`src/rtl/cabac_se_mvd_serializer.sv`:
```
// Emits HEVC mvd_coding()/mvp_lX_flag syntax-element pairs for one PU, L0 before L1, skipping uncoded steps.
// First pair registered one cycle after start_i; one pair per se_valid_o/se_ready_i handshake, outputs hold while stalled.
module cabac_se_mvd_serializer #(
  parameter  int MVD_W    = 11,
  parameter  int NUM_LIST = 2,
  localparam int VAL_W    = MVD_W - 1,
  localparam int PAIR_W   = VAL_W + 13
) (
  input  logic                         clk,
  input  logic                         rst_n,
  input  logic                         start_i,
  input  logic [NUM_LIST-1:0]          list_en_i,
  input  logic [NUM_LIST*2*MVD_W-1:0]  mvd_i,
  input  logic [NUM_LIST-1:0]          mvp_idx_i,
  output logic                         se_valid_o,
  input  logic                         se_ready_i,
  output logic [PAIR_W-1:0]            se_pair_o,
  output logic                         busy_o,
  output logic                         done_o
);

  localparam int LIST_W = (NUM_LIST > 1) ? $clog2(NUM_LIST) : 1;

  typedef enum logic [1:0] {
    S_IDLE = 2'd0,
    S_EMIT = 2'd1,
    S_DONE = 2'd2
  } state_t;

  state_t                      r_state, w_state_nx;
  logic [LIST_W-1:0]           r_list, w_list_nx, w_first, w_nxt_list;
  logic                        w_nxt_found;
  logic [3:0]                  r_step, w_step_nx, w_step_adv;
  logic                        r_se_valid, w_valid_nx;
  logic                        r_busy, w_busy_nx;
  logic                        r_done, w_done_nx;
  logic                        w_latch;
  logic                        w_hs;
  logic [PAIR_W-1:0]           r_se_pair, w_pair_nx;
  logic [NUM_LIST-1:0]         r_list_en, r_mvp;
  logic [NUM_LIST*2*MVD_W-1:0] r_mvd;
  logic [2*MVD_W-1:0]          w_in_mv, w_cur_mv, w_nl_mv;

  // Magnitude in VAL_W bits; the most negative code saturates to the largest magnitude.
  function automatic logic [VAL_W-1:0] f_abs(input logic [MVD_W-1:0] v);
    if (!v[MVD_W-1])
      f_abs = v[VAL_W-1:0];
    else if (v[VAL_W-1:0] == '0)
      f_abs = '1;
    else
      f_abs = -v[VAL_W-1:0];
  endfunction

  function automatic logic [8:0] f_mask(input logic [2*MVD_W-1:0] mv);
    logic [VAL_W-1:0] ax, ay;
    logic             gx0, gy0, gx1, gy1;
    ax  = f_abs(mv[2*MVD_W-1 -: MVD_W]);
    ay  = f_abs(mv[MVD_W-1:0]);
    gx0 = (ax != '0);
    gy0 = (ay != '0);
    gx1 = (ax > VAL_W'(1));
    gy1 = (ay > VAL_W'(1));
    f_mask = {1'b1, gy0, gy1, gx0, gx1, gy0, gx0, 2'b11};
  endfunction

  function automatic logic [PAIR_W-1:0] f_pair(input logic [2*MVD_W-1:0] mv,
                                               input logic mvp, input logic [3:0] step);
    logic [VAL_W-1:0] ax, ay, val;
    logic [8:0]       ctx;
    ax  = f_abs(mv[2*MVD_W-1 -: MVD_W]);
    ay  = f_abs(mv[MVD_W-1:0]);
    val = '0;
    ctx = '0;
    case (step)
      4'd0: begin val = VAL_W'(ax != '0);         ctx = 9'h016; end
      4'd1: begin val = VAL_W'(ay != '0);         ctx = 9'h016; end
      4'd2: begin val = VAL_W'(ax > VAL_W'(1));   ctx = 9'h017; end
      4'd3: begin val = VAL_W'(ay > VAL_W'(1));   ctx = 9'h017; end
      4'd4: begin val = ax - VAL_W'(2);           ctx = 9'h0be; end
      4'd5: begin val = VAL_W'(mv[2*MVD_W-1]);    ctx = 9'h0bb; end
      4'd6: begin val = ay - VAL_W'(2);           ctx = 9'h0be; end
      4'd7: begin val = VAL_W'(mv[MVD_W-1]);      ctx = 9'h0bb; end
      4'd8: begin val = VAL_W'(mvp);              ctx = 9'h0b0; end
      default: begin val = '0;                    ctx = '0;     end
    endcase
    f_pair = {val, 4'h1, ctx};
  endfunction

  // Lowest coded step above cur; step 8 is always coded so it bounds the search.
  function automatic logic [3:0] f_next(input logic [8:0] mask, input logic [3:0] cur);
    f_next = 4'd8;
    for (int i = 8; i >= 0; i--) begin
      if ((4'(i) > cur) && mask[i])
        f_next = 4'(i);
    end
  endfunction

  always_comb begin
    w_first     = '0;
    w_nxt_list  = r_list;
    w_nxt_found = 1'b0;
    for (int l = NUM_LIST-1; l >= 0; l--) begin
      if (list_en_i[l])
        w_first = LIST_W'(l);
      if ((LIST_W'(l) > r_list) && r_list_en[l]) begin
        w_nxt_list  = LIST_W'(l);
        w_nxt_found = 1'b1;
      end
    end
  end

  assign w_in_mv    = mvd_i[int'(w_first)*2*MVD_W +: 2*MVD_W];
  assign w_cur_mv   = r_mvd[int'(r_list)*2*MVD_W +: 2*MVD_W];
  assign w_nl_mv    = r_mvd[int'(w_nxt_list)*2*MVD_W +: 2*MVD_W];
  assign w_step_adv = f_next(f_mask(w_cur_mv), r_step);
  assign w_hs       = r_se_valid && se_ready_i;

  always_comb begin
    w_state_nx = r_state;
    w_list_nx  = r_list;
    w_step_nx  = r_step;
    w_valid_nx = r_se_valid;
    w_pair_nx  = r_se_pair;
    w_busy_nx  = r_busy;
    w_done_nx  = 1'b0;
    w_latch    = 1'b0;
    case (r_state)
      S_IDLE: begin
        if (start_i) begin
          w_latch = 1'b1;
          if (list_en_i == '0) begin
            w_state_nx = S_DONE;
            w_done_nx  = 1'b1;
          end else begin
            w_state_nx = S_EMIT;
            w_list_nx  = w_first;
            w_step_nx  = 4'd0;
            w_valid_nx = 1'b1;
            w_busy_nx  = 1'b1;
            w_pair_nx  = f_pair(w_in_mv, mvp_idx_i[w_first], 4'd0);
          end
        end
      end
      S_EMIT: begin
        if (w_hs) begin
          if (r_step != 4'd8) begin
            w_step_nx = w_step_adv;
            w_pair_nx = f_pair(w_cur_mv, r_mvp[r_list], w_step_adv);
          end else if (w_nxt_found) begin
            w_list_nx = w_nxt_list;
            w_step_nx = 4'd0;
            w_pair_nx = f_pair(w_nl_mv, r_mvp[w_nxt_list], 4'd0);
          end else begin
            w_state_nx = S_DONE;
            w_list_nx  = '0;
            w_step_nx  = 4'd0;
            w_valid_nx = 1'b0;
            w_busy_nx  = 1'b0;
            w_done_nx  = 1'b1;
            w_pair_nx  = '0;
          end
        end
      end
      S_DONE:  w_state_nx = S_IDLE;
      default: w_state_nx = S_IDLE;
    endcase
  end

  always_ff @(posedge clk or negedge rst_n) begin
    if (!rst_n) begin
      r_state    <= S_IDLE;
      r_list     <= '0;
      r_step     <= 4'd0;
      r_se_valid <= 1'b0;
      r_se_pair  <= '0;
      r_busy     <= 1'b0;
      r_done     <= 1'b0;
      r_list_en  <= '0;
      r_mvd      <= '0;
      r_mvp      <= '0;
    end else begin
      r_state    <= w_state_nx;
      r_list     <= w_list_nx;
      r_step     <= w_step_nx;
      r_se_valid <= w_valid_nx;
      r_se_pair  <= w_pair_nx;
      r_busy     <= w_busy_nx;
      r_done     <= w_done_nx;
      if (w_latch) begin
        r_list_en <= list_en_i;
        r_mvd     <= mvd_i;
        r_mvp     <= mvp_idx_i;
      end
    end
  end

  assign se_valid_o = r_se_valid;
  assign se_pair_o  = r_se_pair;
  assign busy_o     = r_busy;
  assign done_o     = r_done;

endmodule

```
`config.mk`:
```
export PLATFORM = sky130hd
export DESIGN_NAME = cabac_se_mvd_serializer
export DESIGN_NICKNAME = d
export VERILOG_FILES = /design/src/rtl/cabac_se_mvd_serializer.sv
export SDC_FILE = /design/constraint.sdc
export NUM_CORES = 1
export LEC_CHECK = 0
export BUFFER_PORTS_ARGS = -buffer_cell sky130_fd_sc_hd__clkbuf_2
export CAP_MARGIN = 5
export CORE_MARGIN = 3
export CORE_UTILIZATION = 55
export DETAILED_ROUTE_END_ITERATION = 10
export PLACE_DENSITY = 0.74
export RECOVER_POWER = 50
export SYNTH_ARGS = -nofsm -noshare
export SYNTH_HDL_FRONTEND = slang
export SYNTH_SLANG_ARGS = --single-unit
```
`constraint.sdc`:
```
create_clock -name clk -period 6.18 [get_ports clk]
set_clock_uncertainty 0.05 [all_clocks]
set_input_delay 0.618 -clock clk [delete_from_list [all_inputs] [get_ports clk]]
set_output_delay 0.618 -clock clk [all_outputs]
set_load 0.05 [all_outputs]
```
**Yosys cells after proc, flatten, opt, wreduce, memory -nomap -nowiden**

Cells that the tools add are included.

- Register bits: 80
- Word-level logic and storage cells: 158

- Mux-type cells: 76
- Multipliers: 3
- Add/sub/neg operators: 6
- Equal/unequal tests: 15
- $lt $le $gt $ge: 15
- Reductions and logical operators: 31
- Shifts and indexed selects: 3

Operators with widths:

| cell | count |
|---|---|
| $mux 10 | 21 |
| $shiftx 44x7->22 | 3 |
| $mux 23 | 4 |
| $pmux 10 s9 | 1 |
| $reduce_bool 10->1 | 6 |
| $mux 4 | 12 |
| $pmux 23 s2 | 1 |
| $gt 10x1->1 const B | 4 |
| $logic_not 10->1 | 4 |
| $neg 10->10 | 4 |
| $pmux 8 s5 | 1 |
| $mux 1 | 25 |
| $sub 10x2->10 const B | 2 |
| $eq 4x3->1 const B | 4 |
| $gt 3x4->1 const A | 4 |
| $mul 1x4->5 const B | 3 |
| $mux 14 | 1 |
| $mux 2 | 5 |
| $ne 2x2->1 const B | 5 |
| $logic_and 1x1->1 | 9 |
| $eq 4x2->1 const B | 2 |
| $gt 1x4->1 const A | 2 |
| $gt 2x4->1 const A | 2 |
| $pmux 4 s2 | 1 |
| 15 further kinds | 23 |

**Longest topological paths before layout**

Gate-level depths: netlist of run 1.

- Word-level depth: 21
- Gate-level depth with buffers: 23

**Least setup slack after synthesis of run 1**

OpenSTA, ideal clock, no wires.

- Kind: register to register
- From: reg r_list
- To: reg r_se_pair[22] (netlist: se_pair_o[22])
- Period minus slack after synthesis: 5.193 ns
- Path buffers: 6
- Stages on the path, launching flop included: 24
- Arrival: 5.020 ns
- Slack: 0.987 ns
- Path through: dfrtp_1 -> buf_6 -> buf_8 -> buf_2 -> buf_2 -> buf_1 -> mux2i_1 -> ha_1 -> nor4bb_1 -> nand3_1 -> and3_1 -> a2111o_1 -> o31ai_2 -> o211ai_1 -> a21oi_2 -> buf_2 -> mux2i_1 -> ha_1 -> nand2_1 -> nor4_1 -> nand3_1 -> xnor2_1 -> mux2i_1 -> o21ai_1

- Cells in the longest elaborated chain, start to end: 20
- Elaborated cells between the ends (all ways): 49

Ends and longest elaborated chain:

| what | RTL line | RTL |
|---|---|---|
| from (decl) | 31 | `logic [LIST_W-1:0] r_list, w_list_nx, w_first, w_nxt_list;` |
| from (signal assigned) | 183 | `r_list <= w_list_nx;` |
| $mul 1x4->5 * | 113 | `assign w_cur_mv = r_mvd[int'(r_list)*2*MVD_W +: 2*MVD_W];` |
| $shiftx 44x7->22 * | 113 |  |
| branches (longest 14 deep; another with $neg 10->10) | n/a |  |
| $pmux 10 s9 * | 74 | `case (step)` |
| $mux 23 * | 146 | `if (r_step != 4'd8) begin` |
| $mux 23 * | 145 | `if (w_hs) begin` |
| $pmux 23 s2 * | 127 | `case (r_state)` |
| to (signal assigned) | 186 | `r_se_pair <= w_pair_nx;` |
| to (decl) | 39 | `logic [PAIR_W-1:0] r_se_pair, w_pair_nx;` |

Mark *: on every way between the ends. The select of a mux whose other input is x is not followed.
A chain may end at the register's enable or synchronous reset.

**Worst setup path in the final report of run 1**

Ends and elaborated chain as after synthesis.

==> results, run 1 <==
- The run finished, with violations left.
- The final reports fail on max-capacitance violations, max-slew violations.
- Total power for the finished layout comes to about 0.0023 W.
- The number of setup buffers added after CTS is 0.
- The first-pass GRT wire length is 23300 um.
- Walking the worst path, the cells encountered are mux2i_1, ha_1, nor4bb_1, nand3_1, and3_1, a2111o_1, o31ai_2, o211ai_1, a21oi_2, nand2_1, o31ai_1, ha_1, nand2_1, nor4_1, nand3_1, xnor2_1, mux2i_1, o21ai_1.
- Of the total power, the share spent switching nets is 0.443.
- The worst path needs approximately 5.3 ns of the cycle, external delays included.
- For this design the total switching power over the nets is 0.00101 W.
- The part of the Yosys area used for sequential elements is 0.323.
- The path class of the tightest hold or removal check is in -> reg.
- The post-synthesis sequential element count is 73.
- The top fanout value on the critical path is 16.
- Of the total power, registers draw 0.328.
- For this design the ratio of total power to cell area is around 370 nW/um^2.
- The number of warnings issued by yosys is 0.
- The die outline area is between 10000 and 15000 um^2.
- The share of the synthesized area in the top cell type is 0.323.
- Setup repair after global routing left no endpoint under its margin.
- Counting every instance in the synthesized netlist gives 609.
- In the final layout, the share of cells above drive strength 1 is 0.246.
- The async set-or-reset flop fraction in the synthesized netlist is 1.00.
- The residual overflow from global routing is 0.
- The clock tree synthesis step divided the H-tree into 3 levels.
- The master cell of the clock root buffer is clkbuf_8.
- In this run the deepest clock path goes through 2 buffers.
- The post-CTS clock slew at the launch and capture registers of the worst setup and hold paths is 0.08 ns.
- Sorting the synthesized cells by area gives the leading types as dfrtp_1 (32%), mux2_2 (12%), mux2i_1 (8.7%), xnor2_1 (2.9%), nor2_1 (2.9%).
- The port buffer count is 72.
- The final-layout setup total negative slack is 0 ns.
- For the pin with the worst max-slew slack, the measured transition is 3.85 ns.
- The analysis attributes to cell leakage a power of around 2.5 nW.
- The wire length reported by the detailed router is 13900 um.
- The final number of hold-violating endpoints was 0.
- Pin placement for this block handled 78 I/O pins.
- On the critical path, the stage with the largest delay is an instance of a21oi_2.
- The number of DRC violations after detailed routing is 0.
- Gates resized during post-CTS repair numbered 0.
- The number of inserted diodes is 0.
- The required time reported for the critical path endpoint is 6.37 ns.
- The number of global-route vias before repair is 4745.
- In this run the core area contains 36 standard-cell rows.
- In this run, the number of DRC markers left after iteration 0 of detailed routing was 402.
- The family of cells with the greatest summed delay on the critical path is compound AO/OA/AOI/OAI gates.
- Hold is met by 0.414 ns.
- After clock tree synthesis, the flow added hold-fix buffers numbering 0.
- Of the total power, the clock network draws 0.166.
- The synthesized design contains 0 enable-type register cells.
- The horizontal extent of the die is 107 um.
- The later pin in the worst-skew pair is clocked with a latency of 0.35 ns.
- The max-slew headroom at the worst pin is -1.57.
- The count of nets left with antenna violations once routing finished came out at 0.
- The category of the worst setup path launch point is a flop.
- The synthesized netlist contains between 70 and 80 unique library cells.
- Of the available clock period, the critical path in the final layout requires 0.852.
- Routability-driven placement finished with a final weighted congestion of 0.953.
- The most used standard cell by instance count after synthesis is dfrtp_1.
- Setup violations remaining at the end of the flow were counted as 0.
- The number of antenna violations at the first check in global routing was 0.
- Timing would allow up to 190 MHz.
- The via density per instance is 6.17.
- For flop-to-flop paths, the worst setup slack is 0.92 ns.
- The number of max-capacitance violations reported is 1.
- For the worst setup path, the data arrival time is 5.45 ns.
- The number of buffers and inverters on the critical path is 0.
- Across the VDD grid, the largest voltage drop is ~0.24 mV.
- The TritonCTS clock tree is done.
- The first-pass iteration count of the detailed router is 5.
- The combinational group share of total power is 0.506.
- For this run, the post-layout net count is just over 700.
- The number of pins with negative max-slew slack in the final report is 74.
- The setup path with the least slack is of type reg -> reg.
- A synthesized cell averages slightly above 9 um^2.
- The per-cell routed wire length is about 17 um.
- Compared with the post-synthesis result, the final layout area differs by 9.69%.
- After synthesis, the most frequently instantiated cells are dfrtp_1 (73), mux2_2 (58), mux2i_1 (49), nor2_1 (43), nand2_1 (42).
- The overall global routing resource usage is 0.249.
- The dominant synthesized flop cell is dfrtp_1.
- The kind of end point of the critical path is a flop.
- After synthesis the cells add up to 5650 um^2.
- The floorplan step defined a core boundary enclosing 9860 um^2.
- The die is roughly 110 um tall.
- The largest net degree at the start of global routing is between 70 and 80.
- The internal portion of the total power is around 0.0013 W.
- The biggest area consumer among synthesized cells is dfrtp_1.
- The initial utilization of the core area, before any placement, comes to 0.573.
- Summing over every cut layer, the via total after detailed routing is 4960.
- In this run, CTS created clock tree buffers numbering 9.
- CTS saw 73 sinks.
- The largest single stage delay on the critical path is 0.56 ns.
- Detailed placement finished with a half-perimeter wire length of 10500 um.
## power by group through the flow
stage                     clock (W)  combinational, W  sequential [W]
after floorplan                   0          0.000918        0.000699
after global placement            0           0.00111        0.000746
after detailed placement          0           0.00113        0.000750
after CTS                  0.000387           0.00114        0.000741
after global routing       0.000411           0.00127        0.000766
final                      0.000377           0.00115        0.000746
## flip-flops by register name, summed over array words and instances (netlist names)
name	count
se_pair_o	17
r_list_en	1
r_mvd	44
done_o	1
r_mvp	2
r_state	2
r_list	1
r_step	4
busy_o	1
## path summary, 6_finish.rpt
| kind | start | endpoint | depth (start not counted) |
|---|---|---|---|
| setup / recovery | r_list | se_pair_o[22] | 18 |
| hold / removal | mvd_i[9] | r_mvd[9] | 3 |
| setup reg to reg | r_list | se_pair_o[22] | 18 |
| hold reg to reg | se_pair_o[0] | se_pair_o[0] | 1 |
| max in group asynchronous | rst_n | r_list | 1 |
| min in group asynchronous | rst_n | r_state[0] | 1 |
## cell families (layout without fill, tap and decap cells)
logic type | Yosys count | in the layout | synth area share
adder cells (fa/ha/maj) | 5 | 5 | 0.0111
XOR/XNOR | 31 | 31 | 0.0480
buffers and inverters | 46 | 104 | 0.0456
AND/OR/NAND/NOR | 209 | 209 | 0.202
other | 1 | 5 | 0.000663
flip-flops | 73 | 73 | 0.323
AO/OA/AOI/OAI | 137 | 137 | 0.167
multiplexers | 107 | 107 | 0.202
## per-layer routing
metal  vias to the layer above  GRT usage  share of wire
li1                       2368          -              -
met1                      2379      0.350           0.46
met2                       184      0.381           0.45
met3                        29     0.0540          0.066
met4                         0     0.0839          0.019
met5                         -          0              0
## worst reg2reg max path: stages, from the launching register on
cell and delay (ns):
dfrtp_2 0.45, mux2i_1 0.49, ha_1 0.34, nor4bb_1 0.30, nand3_1 0.17, and3_1 0.22, a2111o_1 0.47, o31ai_2 0.46
o211ai_1 0.18, a21oi_2 0.56, nand2_1 0.12, o31ai_1 0.14, ha_1 0.27, nand2_1 0.08, nor4_1 0.34, nand3_1 0.17
xnor2_1 0.15, mux2i_1 0.13, o21ai_1 0.07
## through the flow
stage / worst slack (ns) / std cells / util / cell area (um^2)
6_report: 0.916 / 804 / 0.629 / 6200
5_1_grt: 0.411 / 804 / 0.629 / 6200
4_1_cts: 0.957 / 804 / 0.631 / 6220
3_5_place_dp: 0.962 / 788 / 0.611 / 6020
3_3_place_gp: 1.22 / 788 / 0.611 / 6020
2_1_floorplan: 0.987 / 613 / - / 5670
## layout by cell type, fill, tap and decap left out, drive strengths merged, types with 6 or more instances in the layout
| master | netlist | layout |
|---|---|---|
| nor4b | 7 | 7 |
| clkbuf | 15 | 83 |
| inv | 12 | 12 |
| dfrtp | 73 | 73 |
| xnor2 | 19 | 19 |
| nor4 | 12 | 12 |
| mux2i | 49 | 49 |
| a211oi | 8 | 8 |
| xor2 | 12 | 12 |
| a21o | 9 | 9 |
| o31ai | 9 | 9 |
| nor2 | 43 | 43 |
| nand3 | 17 | 17 |
| and3 | 6 | 6 |
| nor3b | 8 | 8 |
| o21ai | 35 | 35 |
| mux2 | 58 | 58 |
| a21oi | 29 | 29 |
| nor3 | 29 | 29 |
| nand2 | 43 | 43 |
| or2 | 6 | 6 |
| nor2b | 7 | 7 |
| o21a | 7 | 7 |
| nand2b | 9 | 9 |
## area by class of cell
| class | instances | area [um^2] |
|---|---|---|
| clock buffers | 11 | 141 |
| flip-flops and latches | 73 | 1830 |
| inverters | 12 | 45.0 |
| repair buffers | 76 | 379 |
| well taps | 133 | 166 |
| clock inverters | 5 | 55.1 |
| multi-input cells | 494 | 3590 |
| fillers | 843 | 3660 |
Power figures use the tool's default switching activity.
==> run 2: changes to the inputs <==
--- a/config.mk
+++ b/config.mk
@@ -5,6 +5,8 @@
 export SDC_FILE = /design/constraint.sdc
 export NUM_CORES = 1
 export LEC_CHECK = 0
+export ABC_AREA = 1
+export ABC_CLOCK_PERIOD_IN_PS = 6180
 export BUFFER_PORTS_ARGS = -buffer_cell sky130_fd_sc_hd__clkbuf_2
 export CAP_MARGIN = 5
 export CORE_MARGIN = 3
==> run 2 against run 1 <==
Effect of this change:
- the flow still finishes with violations (max-capacitance violations, max-slew violations)
- critical path depth increased by 10
- sequential share of layout area rose by 0.58 points
- synthesized area fell by 1.1%
- total power increased by 52%
- die area down 1.1%
- count of clock-buffer cells in the layout fell by 1
- first-iteration DRC count decreased by 2.5%
- core utilization fell by 0.97 points
- sequential cell count unchanged
- critical endpoint unchanged
- highest routed layer unchanged
==> results, run 2 <==
- The cell area after synthesis is 5590 um^2 (was 5650 um^2).
- The parity-gate share of the synthesized area counting xor and xnor cells is 0.0219 (was 0.0480).
- The clock latency reported for the late side of the worst-skew pair is 0.35 ns (about the same).
- The TritonCTS clock tree is done (unchanged).
- The slowest stage cell on the critical path is dfrtp_1 (was a21oi_2).
- The number of setup buffers added after CTS is 0 (unchanged).
- The number of global-route vias before repair is 5353 (was 4745).
- The final net count is 973 (was 723).
- The number of antenna violations at the first check in global routing is 0 (unchanged).
- The total setup violations reported at the end of the flow is 0 (unchanged).
- The biggest area consumer among synthesized cells is dfrtp_1 (unchanged).
- The post-CTS clock slew at the launch and capture registers of the worst setup and hold paths is 0.08 ns (about the same).
- The most used standard cell by instance count after synthesis is nand2_1 (was dfrtp_1).
- The final period utilization is 0.738 (was 0.852).
- The dominant synthesized flop cell is dfrtp_1 (unchanged).
- The final design utilization is 0.619 (was 0.629).
- The share of the synthesized area in the top cell type is 0.327 (was 0.323).
- The kind of end point of the critical path is a flop (unchanged).
- The maximum number of buffers from clock root to sink is 2 (unchanged).
- The maximum achievable frequency is 219 MHz (was 190 MHz).
- The required time reported for the critical path endpoint was 6.39 ns (was 6.37 ns).
- The largest family of logic cells by synthesized area is simple AND/OR/NAND/NOR gates (was multiplexers).
- The die outline area is 11400 um^2 (was 11500 um^2).
- The cell area after layout came to 6080 um^2 (was 6200 um^2).
- Most frequent cells after synthesis: nand2_1 (263), inv_1 (118), nor2_1 (97), dfrtp_1 (73), nand3_1 (54) (was dfrtp_1 (73), mux2_2 (58), mux2i_1 (49), nor2_1 (43), nand2_1 (42)).
- The max-slew headroom at the worst pin is -1.57 (about the same).
- Status: finished with violations (unchanged).
- The number of distinct library cells after synthesis is 47 (was 75).
- Leading cell types by total area after synthesis: dfrtp_1 (33%), nand2_1 (18%), inv_1 (7.9%), nor2_1 (6.5%), nand3_1 (4.8%) (was dfrtp_1 (32%), mux2_2 (12%), mux2i_1 (8.7%), xnor2_1 (2.9%), nor2_1 (2.9%)).
- The per-cell routed wire length is 13.2 um (was 17.2 um).
- The synthesized-area fraction occupied by adder cells is 0.0112 (was 0.0111).
- The cts-stage hold buffer count is 0 (unchanged).
- The standard-cell row count is 36 (unchanged).
- Failing checks: max-capacitance violations, max-slew violations (unchanged).
- The wire length reported by the detailed router is 13900 um (about the same).
- The number of resized instances in the post-cts repair step is 0 (unchanged).
- The global-route track usage on met2 is 0.440 (was 0.381).
- The starting DRC count in detailed routing is 392 (was 402).
- The number of inserted diodes came to 0 (unchanged).
- The register with the most flip-flops is r_mvd (unchanged).
- The number of warnings issued by yosys is 0 (unchanged).
- The post-synthesis sequential element count is 73 (unchanged).
- The port buffer count is 72 (unchanged).
- The layer with the highest usage was met2 (unchanged).
- Top library cells by usage in the layout, fill and taps aside: nand2_1 (262), inv_1 (118), nor2_1 (97), dfrtp_1 (73), clkbuf_2 (61) (was dfrtp_1 (72), clkbuf_2 (63), mux2_2 (58), mux2i_1 (49), nor2_1 (43)).
- The via count was 5552 (was 4960).
- The HPWL reported at the end of detailed placement is 10600 um (was 10500 um).
- The count of pins on the block boundary is 78 (unchanged).
- The number of clock buffers inserted by TritonCTS came to 9 (unchanged).
- The area of the core is 9820 um^2 (was 9860 um^2).
- The residual overflow from global routing is 0 (unchanged).
- The number of cells in the design after placement came to 1037 (was 788).
- The clock sink count is 73 (unchanged).
- The maximum vdd drop is 0.355 mV (was 0.238 mV).
- The slew at the pin closest to its max-slew limit is 3.85 ns (about the same).
- The final cell count without fillers is 1054 (was 804).
- The number of DRC violations after detailed routing is 0 (unchanged).
- The reg-to-reg setup timing slack is 1.62 ns (was 0.92 ns).
- The final hold slack came to 0.426 ns (was 0.414 ns).
- The fraction of synthesized area in multiplexers is 0.0101 (was 0.202).
- The number of nets still failing antenna checks after routing is 0 (unchanged).
- The overall die height is 107 um (about the same).
- The met3 layer usage reported by global route came to 0.0439 (was 0.0540).
- Setup repair after global routing missed its margin: no (unchanged).
- The overall global routing resource usage is 0.257 (was 0.249).
- The number of max-capacitance violations reported is 1 (unchanged).
- The part of the Yosys area used for sequential elements was 0.327 (was 0.323).
- The first-pass GRT wire length is 24100 um (was 23300 um).
- The category of the worst setup path launch point was a flop (unchanged).
- The maximum single-stage delay on the critical path came to 0.93 ns (was 0.56 ns).
- The type of the worst min-delay path is reg -> reg (was in -> reg).
- The final number of hold-violating endpoints was 0 (unchanged).
- The starting utilization of the core area is 0.569 (was 0.573).
- The final-layout setup total negative slack is 0 ns (unchanged).
- The power density over the cells came to 569 nW/um^2 (was 367 nW/um^2).
- The via density per instance was 5.27 (was 6.17).
- The fraction of final layout cells sized beyond drive strength 1 is 0.148 (was 0.246).
- The final estimated routing congestion in global placement is 0.909 (was 0.953).
- The most numerous cell type found on the critical path is nand2_1.
- The layout-stage area growth over the synthesis result is 8.73% (was 9.69%).
- The async set-or-reset flop fraction in the synthesized netlist came to 1.00 (unchanged).
- The worst setup path category is reg -> reg (unchanged).
- The count of filler cells inserted in the layout came to 988 (was 843).
- The largest net degree at the start of global routing came to 87 (was 74).
- The number of standard cells after synthesis is 861 (was 609).
- The first-pass iteration count of the detailed router came to 7 (was 5).
- The met1 track demand over resource is 0.325 (was 0.350).
- The most frequent standard cell in the layout excluding fill and tap cells is nand2_1 (was dfrtp_1).
- The compound-gate portion of the synthesized area was 0.126 (was 0.167).
- The simple logic cell fraction of the synthesized area came to 0.374 (was 0.202).
- The H-tree depth reported by CTS is 3 (unchanged).
- The leakage power figure is 3.31 nW (was 2.53 nW).
- The mean cell area of the mapped netlist came to 6.49 um^2 (was 9.28 um^2).
- The top fanout value on the critical path was 25 (was 16).
- The horizontal extent of the die came to 107 um (about the same).
- The shortest period the worst path allows was 4.56 ns (was 5.26 ns).
- The cell area after placement is 5900 um^2 (was 6020 um^2).
- The arrival time reported for the critical path endpoint came to 4.76 ns (was 5.45 ns).
- The master cell of the clock root buffer was clkbuf_8 (unchanged).
- The number of flip-flops under the largest register name is 44 (unchanged).
- The number of enable-type register cells in the synthesized netlist is 0 (unchanged).
- The number of pins with negative max-slew slack in the final report was 74 (unchanged).
[run 2: cell types whose count changed in the layout (fill, tap and decap cells not counted), sizes merged, moves of 10 or more]
cell	change
mux2i	-49
nor2	+68
nand2	+238
xnor2	-16
nor4	-11
nand4	+13
inv	+110
o21ai	+30
a21oi	+10
nor3	-22
nand3	+45
mux2	-53
[run 2: critical path, delay by kind of cell (launching register included)]
kind                     cells  cell delay, ns
AND/OR/NAND/NOR             22            2.14
flip-flops                   1            0.93
adder cells (fa/ha/maj)      2            0.47
AO/OA/AOI/OAI                2            0.44
buffers and inverters        2            0.43
[run 2: layer usage]
layer / up-vias / wire length, um
met5: - / 0
met4: 0 / 320
met3: 36 / 713
met2: 165 / 6710
met1: 2533 / 6140
li1: 2818 / -
[run 2: path summary, 6_finish.rpt]
kind,to,cells after the start,from
worst min register to register,se_pair_o[9],2,se_pair_o[9]
worst max register to register,se_pair_o[22],28,r_list
min in group asynchronous,r_mvd[23],1,rst_n
worst min-delay path,se_pair_o[9],2,se_pair_o[9]
worst max-delay path,se_pair_o[22],28,r_list
max in group asynchronous,r_mvd[16],1,rst_n
[run 2: final cells by class]
cell class	count	area (um^2)	share of cell area
timing repair buffer	76	380	0.0626
tap	133	166	0.0274
multi-input combinational	634	3060	0.504
sequential	73	1830	0.301
clock buffer	10	138	0.0226
clock inverter	6	42.5	0.00700
inverter	122	463	0.0762
[run 2: cells by family after synthesis]
logic type,after synthesis
buffers and inverters,158
adder cells (fa/ha/maj),5
other,1
AO/OA/AOI/OAI,123
flip-flops,73
XOR/XNOR,14
AND/OR/NAND/NOR,482
multiplexers,5
[run 2: per-stage QoR]
stage / total power (W) / setup slack [ns]
6_report: 0.00346 / 1.62
5_1_grt: 0.00385 / 1.08
4_1_cts: 0.00345 / 1.66
3_5_place_dp: 0.00308 / 1.68
3_3_place_gp: 0.00302 / 1.86
2_1_floorplan: 0.00265 / 2.82
[run 2: report_power, final]
group          switching (W)  internal [W]  total, W
Combinational        0.00160      0.000712   0.00231
Clock               0.000195      0.000157  0.000353
Sequential          0.000137      0.000657  0.000794
==> run 3: changes to the inputs <==
--- a/config.mk
+++ b/config.mk
@@ -5,8 +5,8 @@
 export SDC_FILE = /design/constraint.sdc
 export NUM_CORES = 1
 export LEC_CHECK = 0
-export ABC_AREA = 1
-export ABC_CLOCK_PERIOD_IN_PS = 6180
+export ABC_AREA = 0
+export ABC_CLOCK_PERIOD_IN_PS = 4270
 export BUFFER_PORTS_ARGS = -buffer_cell sky130_fd_sc_hd__clkbuf_2
 export CAP_MARGIN = 5
 export CORE_MARGIN = 3
==> constraint.sdc (replaced) <==
create_clock -name clk -period 4.27 [get_ports clk]
set_clock_uncertainty 0.05 [all_clocks]
set_input_delay 0.427 -clock clk [delete_from_list [all_inputs] [get_ports clk]]
set_output_delay 0.427 -clock clk [all_outputs]
set_load 0.05 [all_outputs]
==> run 3 against run 2 <==
Effect of this change:
- the flow still finishes with violations (max-capacitance violations, max-slew violations)
- clock power up 76%
- fmax rose by 12%
- non-clock buffer count grew 32
- wire length is 7.0% higher
- combinational power fell by 14%
- cell area grew 11%
- critical path type unchanged
- largest cell class unchanged
- largest power group unchanged
==> results, run 3 (same netlist as run 1, synthesis figures left out) <==
- Status: finished with violations (unchanged).
- Failing checks: max-capacitance violations, max-slew violations (unchanged).
- The master cell of the clock root buffer was clkbuf_8 (unchanged).
- The number of DRC violations after detailed routing is 0 (unchanged).
- The cell area after placement is 6340 um^2 (was 5900 um^2).
- The number of max-capacitance violations reported is 1 (unchanged).
- The overall die height is 107 um (about the same).
- The final number of hold-violating endpoints is 0 (unchanged).
- The horizontal extent of the die is 107 um (about the same).
- The arrival time reported for the critical path endpoint is 4.31 ns (was 4.76 ns).
- The overall global routing resource usage is 0.264 (was 0.257).
- The count of pins on the block boundary is 78 (unchanged).
- The shortest period the worst path allows is 4.08 ns (was 4.56 ns).
- The clock latency reported for the late side of the worst-skew pair is 0.37 ns (was 0.35 ns).
- The fraction of final layout cells sized beyond drive strength 1 came to 0.316 (was 0.148).
- The worst setup path category is reg -> reg (unchanged).
- The worst hold path stage count is 3 (was 2).
- The type of the worst min-delay path is in -> reg (was reg -> reg).
- The clock sink count came to 73 (unchanged).
- The critical path depth in cells was 17 (was 28).
- The reg-to-reg setup timing slack came to 0.19 ns (was 1.62 ns).
- The number of buffers and inverters on the critical path is 2 (unchanged).
- The via count was 5074 (was 5552).
- The number of clock buffers inserted by TritonCTS is 9 (unchanged).
- The maximum number of buffers from clock root to sink was 2 (unchanged).
- The number of antenna violations at the first check in global routing is 0 (unchanged).
- The total area of multi-input combinational cells came to 3800 um^2 (was 3060 um^2).
- The final hold slack was 0.200 ns (was 0.426 ns).
- The first-pass iteration count of the detailed router is 5 (was 7).
- The origin of the critical flop-to-flop path is r_list (unchanged).
- The maximum vdd drop was 0.369 mV (was 0.355 mV).
- The number of cells on the worst reg-to-reg path is 17 (was 28).
- The kind of end point of the critical path is a flop (unchanged).
- The wire length reported by the detailed router is 14900 um (was 13900 um).
- The startpoint of the most critical setup path is r_list (unchanged).
- The slowest stage cell on the critical path is dfrtp_2 (was dfrtp_1).
- The timing endpoint of the critical path is se_pair_o[22] (unchanged).
- The worst setup slack before clock tree synthesis was 0.0220 ns (was 1.68 ns).
- The area of the core is 9860 um^2 (was 9820 um^2).
- The critical path goes through buf_12, buf_6, nor4b_1, o22ai_1, o221a_1, a2111oi_4, nand4_2, o211ai_1, a21oi_4, o31ai_4, ha_2, nand2_2, nor4_4, nand3_1, xnor2_1, mux2i_1, o21ai_1.
- The maximum single-stage delay on the critical path came to 0.48 ns (was 0.93 ns).
- The per-cell routed wire length is 17.8 um (was 13.2 um).
- The most frequent standard cell in the layout excluding fill and tap cells is dfrtp_1 (was nand2_1).
- The starting utilization of the core area is 0.573 (was 0.569).
- The endpoint of the most critical register-to-register path is se_pair_o[22] (unchanged).
- The total setup violations reported at the end of the flow came to 0 (unchanged).
- The layout-stage area growth over the synthesis result came to 18.8% (was 8.73%).
- The register with the most flip-flops was r_mvd (unchanged).
- The HPWL reported at the end of detailed placement is 11200 um (was 10600 um).
- The top fanout value on the critical path is 19 (was 25).
- The required time reported for the critical path endpoint is 4.49 ns (was 6.39 ns).
- The family of cells with the greatest summed delay on the critical path is compound AO/OA/AOI/OAI gates (was simple AND/OR/NAND/NOR gates).
- The cell area after layout is 6720 um^2 (was 6080 um^2).
- The number of global-route vias before repair is 4933 (was 5353).
- The starting DRC count in detailed routing is 283 (was 392).
- The via density per instance is 6.07 (was 5.27).
- The slew at the pin closest to its max-slew limit is 1.78 ns (was 3.85 ns).
- The power density over the cells is 548 nW/um^2 (was 569 nW/um^2).
- The post-layout worst setup margin came to 0.185 ns (was 1.62 ns).
- The final net count came to 755 (was 973).
- The final period utilization is 0.957 (was 0.738).
- The first-pass GRT wire length is 24500 um (was 24100 um).
- The register area is 1830 um^2 (about the same).
- The number of inserted diodes is 0 (unchanged).
- The H-tree depth reported by CTS was 3 (unchanged).
- The count of filler cells inserted in the layout is 801 (was 988).
- The leakage power figure is 2.76 nW (was 3.31 nW).
- The post-CTS clock slew at the launch and capture registers of the worst setup and hold paths is 0.11 ns (was 0.08 ns).
- The standard-cell row count is 36 (unchanged).
- The port buffer count was 72 (unchanged).
- The residual overflow from global routing came to 0 (unchanged).
- The number of nets still failing antenna checks after routing is 0 (unchanged).
- Top library cells by usage in the layout, fill and taps aside: dfrtp_1 (72), clkbuf_2 (64), mux2_2 (58), mux2i_1 (45), nor2_1 (42) (was nand2_1 (262), inv_1 (118), nor2_1 (97), dfrtp_1 (73), clkbuf_2 (61)).
- The max-slew headroom at the worst pin is -0.185 (was -1.57).
- The number of pins with negative max-slew slack in the final report is 74 (unchanged).
- The TritonCTS clock tree is done (unchanged).
- The die outline area was 11500 um^2 (was 11400 um^2).
- The largest net degree at the start of global routing is 74 (was 87).
- The final estimated routing congestion in global placement came to 0.933 (was 0.909).
- The maximum achievable frequency is 245 MHz (was 219 MHz).
- The category of the worst setup path launch point was a flop (unchanged).
- The number of flip-flops under the largest register name is 44 (unchanged).
## run 3: changes by cell type in the layout (fill, tap and decap cells not counted), sizes merged, moves of 11 or more
cell,delta
xnor2,+16
o21ai,-30
inv,-107
nand3,-45
nand4,-13
nor2,-68
buf,+32
nand2,-238
nor4,+11
mux2,+53
mux2i,+49
nor3,+22
## run 3: metrics by stage
stage	total power [W]	utilization	setup TNS (ns)	instances
finish	0.00368	0.681	0	836
CTS	0.00357	0.666	0	830
global placement	0.00288	0.643	0	814
detailed placement	0.00293	0.643	0	814
global route	0.00393	0.681	-0.0277	836
floorplan	0.00242	-	-0.339	613
## run 3: area by class of cell
| type | instances | area share |
|---|---|---|
| Multi-Input combinational cell | 494 | 0.566 |
| Sequential cell | 73 | 0.272 |
| Timing Repair Buffer | 108 | 0.0967 |
| Tap cell | 133 | 0.0248 |
| Clock buffer | 9 | 0.0184 |
| Clock inverter | 7 | 0.0149 |
| Inverter | 12 | 0.00671 |
## run 3: power breakdown
part	internal [W]	switching, W
combinational	0.000887	0.00109
clock	0.000335	0.000287
sequential	0.000840	0.000237
## run 3: how the worst min path moves through the flow
stage,startpoint,endpoint,slack [ns]
after global routing,mvd_i[31],r_mvd[31],0.21
after detailed placement,se_pair_o[18],se_pair_o[18],0.43
final,mvd_i[31],r_mvd[31],0.20
after global placement,se_pair_o[3],se_pair_o[3],0.42
after CTS,rst_n,se_pair_o[14],0.16
after floorplan,rst_n,busy_o,0.08
## run 3: what timing repair did
action,4_1_cts,5_1_grt
setup endpoints to repair,1,3
buffers inserted,0,6
gates resized for setup,1,20
pin swaps,0,11
cloned,0,0
hold buffers,0,0
## run 3: worst reg2reg max path: cells and delay by family, from the launching register on
family	cells	cell delay, ns
AO/OA/AOI/OAI	7	1.64
adder cells (fa/ha/maj)	1	0.26
buffers and inverters	2	0.42
multiplexers	1	0.13
flip-flops	1	0.48
AND/OR/NAND/NOR	5	0.89
XOR/XNOR	1	0.14
## run 3: layer usage
metal | GRT usage | vias up | share of wire
li1 | - | 2432 | -
met1 | 0.363 | 2451 | 0.46
met2 | 0.428 | 160 | 0.47
met3 | 0.0360 | 31 | 0.051
met4 | 0.0884 | 0 | 0.022
met5 | 0 | - | 0
